<file path="config.mk">
export PLATFORM = sky130hd
export DESIGN_NAME = ps2_keycode_capture
export DESIGN_NICKNAME = d
export VERILOG_FILES = /design/src/rtl/ps2_keycode_capture.sv
export SDC_FILE = /design/constraint.sdc
export NUM_CORES = 1
export LEC_CHECK = 0
export BUFFER_PORTS_ARGS = -buffer_cell sky130_fd_sc_hd__clkbuf_2
export CAP_MARGIN = 20
export CORE_MARGIN = 2
export CORE_UTILIZATION = 45
export CTS_BUF_LIST = sky130_fd_sc_hd__clkbuf_4 sky130_fd_sc_hd__clkbuf_8
export CTS_CLUSTER_DIAMETER = 80
export DETAILED_ROUTE_END_ITERATION = 8
export GPL_TIMING_DRIVEN = 0
export HOLD_SLACK_MARGIN = 0.03
export SYNTH_ARGS = -nofsm -noshare
export SYNTH_HDL_FRONTEND = slang
export SYNTH_SLANG_ARGS = --single-unit
</file>
<file path="constraint.sdc">
create_clock -name clk -period 4.05 [get_ports clk]
set_clock_uncertainty 0.05 [all_clocks]
set_input_delay 0.81 -clock clk [delete_from_list [all_inputs] [get_ports clk]]
set_output_delay 0.81 -clock clk [all_outputs]
set_load 0.1 [all_outputs]
</file>
<file path="src/rtl/ps2_keycode_capture.sv">
// ps2_keycode_capture: PS/2 device-to-host deserializer with a 32-bit scan-code history and error pulses.
// Optional macro PS2_KEYCODE_BREAK_EN adds the key_release output.
`default_nettype none

module ps2_keycode_capture #(
  parameter int FILTER_LEN     = 4,
  parameter int TIMEOUT_CYCLES = 100000
) (
  input  logic        clk,
  input  logic        reset,
  input  logic        ps2_clk,
  input  logic        ps2_data,
  output logic [31:0] keycode,
  output logic        byte_valid,
  output logic        frame_err
`ifdef PS2_KEYCODE_BREAK_EN
  ,
  output logic        key_release
`endif
);

  localparam int RUN_W = 4;
  localparam int TO_W  = $clog2(TIMEOUT_CYCLES + 1);

  typedef enum logic [1:0] {
    IDLE   = 2'd0,
    DATA   = 2'd1,
    PARITY = 2'd2,
    STOP   = 2'd3
  } state_t;

  logic             clk_s1_q, clk_s2_q;
  logic             dat_s1_q, dat_s2_q;
  logic             filt_q, filt_d;
  logic [RUN_W-1:0] run_q, run_d;
  logic             fall_q;

  state_t           state_q;
  logic [2:0]       cnt_q;
  logic [7:0]       shift_q;
  logic             par_q;
  logic [TO_W-1:0]  to_q;

  // Filtered clock flips only after FILTER_LEN consecutive disagreeing samples.
  always_comb begin
    filt_d = filt_q;
    run_d  = '0;
    if (clk_s2_q != filt_q) begin
      if (run_q == RUN_W'(FILTER_LEN - 1)) begin
        filt_d = ~filt_q;
      end else begin
        run_d = run_q + 1'b1;
      end
    end
  end

  always_ff @(posedge clk or posedge reset) begin
    if (reset) begin
      clk_s1_q <= 1'b1;
      clk_s2_q <= 1'b1;
      dat_s1_q <= 1'b1;
      dat_s2_q <= 1'b1;
      filt_q   <= 1'b1;
      run_q    <= '0;
      fall_q   <= 1'b0;
    end else begin
      clk_s1_q <= ps2_clk;
      clk_s2_q <= clk_s1_q;
      dat_s1_q <= ps2_data;
      dat_s2_q <= dat_s1_q;
      filt_q   <= filt_d;
      run_q    <= run_d;
      fall_q   <= filt_q & ~filt_d;
    end
  end

  always_ff @(posedge clk or posedge reset) begin
    if (reset) begin
      state_q     <= IDLE;
      cnt_q       <= '0;
      shift_q     <= '0;
      par_q       <= 1'b0;
      to_q        <= '0;
      keycode     <= '0;
      byte_valid  <= 1'b0;
      frame_err   <= 1'b0;
`ifdef PS2_KEYCODE_BREAK_EN
      key_release <= 1'b0;
`endif
    end else begin
      byte_valid  <= 1'b0;
      frame_err   <= 1'b0;
`ifdef PS2_KEYCODE_BREAK_EN
      key_release <= 1'b0;
`endif
      if (state_q == IDLE || fall_q) begin
        to_q <= '0;
      end else if (to_q != '1) begin
        to_q <= to_q + 1'b1;
      end

      // Timeout wins over a coincident fall event; that edge is dropped.
      if (state_q != IDLE && to_q == TO_W'(TIMEOUT_CYCLES - 1)) begin
        state_q   <= IDLE;
        cnt_q     <= '0;
        frame_err <= 1'b1;
      end else if (fall_q) begin
        case (state_q)
          IDLE: begin
            if (!dat_s2_q) begin
              state_q <= DATA;
              cnt_q   <= '0;
            end else begin
              frame_err <= 1'b1;
            end
          end
          DATA: begin
            shift_q <= {dat_s2_q, shift_q[7:1]};
            if (cnt_q == 3'd7) begin
              state_q <= PARITY;
            end else begin
              cnt_q <= cnt_q + 1'b1;
            end
          end
          PARITY: begin
            par_q   <= dat_s2_q;
            state_q <= STOP;
          end
          default: begin
            state_q <= IDLE;
            cnt_q   <= '0;
            if (dat_s2_q && (^{shift_q, par_q})) begin
              keycode    <= {keycode[23:0], shift_q};
              byte_valid <= 1'b1;
`ifdef PS2_KEYCODE_BREAK_EN
              key_release <= (shift_q != 8'hF0) && (keycode[7:0] == 8'hF0);
`endif
            end else begin
              frame_err <= 1'b1;
            end
          end
        endcase
      end
    end
  end

endmodule

`default_nettype wire

</file>
==> results.md <==
- Outcome: completed
- Root buffer cell: clkbuf_8
- Final core utilization: 53.90%
- Sequential area share after synthesis: 55.41%
- Yosys warns: 0
- Post-synthesis adder-cell area fraction: 3.682%
- CTS buffer count: 9
- Top FF cell, synth: dfrtp_1
- Via count: 1963
- Main area contributors after synthesis: dfrtp_1, mux2_4, mux2_2
- Setup crit end kind: flop
- Startpoint Class: flop
- Antenna viol nets, final: 0
- CORE AREA: 0.007292 mm^2
- CP arrival: 3.02 ns
- Post-Syn Area: 0.003398 mm^2
- Std cell rows: 31
- Largest family of logic cells by synthesized area: multiplexers
- Hold_buf cts: 0
- Post-Synth XOR/XNOR Area: 6.333%
- Worst R2R End: to_q[11]
- Die Y: 90.90 um
- Mux cell area share after synthesis: 18.30%
- Area fraction in compound gates after synthesis: 2.172%
- Yosys top cell area share: 51.55%
- Initial Util: 46.60%
- FMAX: 351.6 MHz
- Final Critical Period: 2.844 ns
- Largest net degree at the start of global routing: 44
- Setup WS pre-CTS: 1.164 ns
- Cells on worst reg2reg path: 11
- Crit Path Class: flop to flop
- WL/cell: 13.47 um
- Final Worst Setup Slack: 1.206 ns
- Number of diodes: 0
- Cell Count, Final, Fillers Out: 402
- Leak: 1.922 nW
- Crit-path max FO: 9
- HPWL after DPL: 3.753 mm
- Tcrit/Tclk final: 70.23%
- Hold Path Cell Cnt: 0
- Htree depth: 3
- Vias in the first global route: 1942
- Post CTS Setup Buffer Count: 0
- Pwr Density: 396.1 mW/mm^2
- CTS sink count: 75
- Die width: 90.90 um
- Initial antenna violation count: 0
- Mean Syn Cell Area: 13.65 um^2
- Cell Area, Placed: 0.003730 mm^2
- Final setup fails: 0
- Gpl congestion: 0.8008
- First-pass GRT wire length: 9.411 mm
- Top Ports: 38
- Worst path required time: 4.22 ns
- Worst R2R Setup Slack: 1.21 ns
- Layout area overhead: 15.65%
- Number of synthesized flops with an enable pin: 0
- WL final: 5.416 mm
- RSZ-0062 raised after global routing: no
- Post-Layout Inst Area: 0.003930 mm^2
- Yosys top cell by area: dfrtp_1
- Layout cells sized above 1: 36.63%
- Most numerous cell in the Yosys netlist: dfrtp_1
- Overall Global Routing Usage: 14.30%
- Final max-slew violation count: 0
- Syn nets: 263
- Die Area: 0.008263 mm^2
- Final hold violations: 0
- Fin nets: 312
- Setup TNS: 0 ns
- Worst slew margin: 57.01%
- CTS resizes: 0
- Placed Cells: 386
- Post-synth top cells: dfrtp_1, mux2_4, nor2_1
- Simple-gate area share of the yosys netlist: 11.56%
- Peak VDD IR: 0.2195 mV
- Vias per inst: 4.883
- Max clock buf depth: 2
- Clock slew at reported path FFs: 0.08 ns
- Overflow after GRT: 0
- Gate Count Post-Synth: 249
- Slew @ Worst Pin: 0.6425 ns
- Worst hold path type: flop to flop
- Share of flip-flops with an asynchronous set or reset: 100.0%
- Worst-Skew Late Latency: 0.34 ns
- Seq cells post-synth: 75
- CTS tree: yes
- R2r startpoint: to_q[6]
- TritonRoute pass-1 iters: 4
- Max-cap violations: 0
- Worst Hold Path EP: clk_s2_q
- Hold Startpoint: clk_s1_q
- Yosys cell types: 37
- # DRC: 0
- Starting DRT DRC Count: 64
- Buffers on Ports: 37
[power breakdown]
group          switching [mW]  total (mW)  internal, mW
registers              0.0299       0.816         0.786
clock network           0.287       0.576         0.289
logic                   0.101       0.165        0.0641
[stage by stage]
step | hold WS (ns) | total power, mW
floorplan | 0.2952 | 0.9546
global placement | 0.2956 | 0.9941
detailed placement | 0.2968 | 1.003
CTS | 0.3086 | 1.585
global route | 0.3114 | 1.648
finish | 0.3076 | 1.557
[cells by family after synthesis]
family | after synthesis
XOR/XNOR | 22
flip-flops | 75
adder cells (fa/ha/maj) | 10
AO/OA/AOI/OAI | 13
buffers and inverters | 10
AND/OR/NAND/NOR | 73
multiplexers | 46
[sequential cells by signal (all words and copies together), names as in the netlist]
name / cells
keycode: 32
to_q: 17
shift_q: 8
run_q: 4
cnt_q: 3
state_q: 2
byte_valid: 1
clk_s1_q: 1
clk_s2_q: 1
dat_s1_q: 1
dat_s2_q: 1
fall_q: 1
filt_q: 1
frame_err: 1
par_q: 1
[cells in the final DEF (no fill, tap or decap), types with 3 or more instances in the layout]
master | Yosys | routed
mux2_4 | 29 | 29
ha_1 | 10 | 10
nor2_1 | 25 | 25
dfstp_2 | 5 | 5
dfrtp_1 | 70 | 70
xor2_1 | 14 | 14
clkbuf_2 | 0 | 37
inv_1 | 4 | 3
nand3_1 | 9 | 9
a21oi_1 | 8 | 8
nand4_1 | 4 | 4
mux2_2 | 13 | 13
buf_12 | 3 | 4
clkbuf_1 | 3 | 3
clkbuf_8 | 0 | 9
nand2_1 | 10 | 10
mux2i_1 | 4 | 4
xnor2_1 | 6 | 6
[how the worst max path moves through the flow]
stage,from,to,slack [ns],cells after the start
after floorplan,reset,byte_valid,1.29,1
after global placement,reset,cnt_q[2],0.34,2
after detailed placement,to_q[6],to_q[11],1.16,11
after CTS,to_q[6],to_q[11],1.17,11
after global routing,to_q[6],to_q[11],0.86,11
final,to_q[6],to_q[11],1.21,11
[critical path, cell delays in order (launching register included)]
cell,delay [ns]
dfrtp_1,0.44
and3_1,0.25
and4_1,0.26
nand3_1,0.12
nor2_1,0.06
ha_1,0.17
clkbuf_1,0.21
nand4b_1,0.31
nor3_1,0.49
nand4_1,0.18
xor2_1,0.15
nor2_1,0.05
[layer usage]
layer / share of wire, % / track usage [%] / up-vias
met5: 0 / 0 / -
met4: 0.31 / 4.545 / 0
met3: 4.1 / 4.424 / 2
met2: 46 / 21.58 / 45
met1: 50 / 19.82 / 957
li1: - / - / 959
[area by class of cell]
type                    instances  area, um^2
repair buffers                 38       205.2
inverters                       4       17.52
clock buffers                   9       123.9
well taps                      99       123.9
flip-flops and latches         75        1883
fillers                       670        3362
clock inverters                 7       76.32
multi-input cells             164        1429
plain buffers                   6       71.32
(Power assumes the default switching activity.)
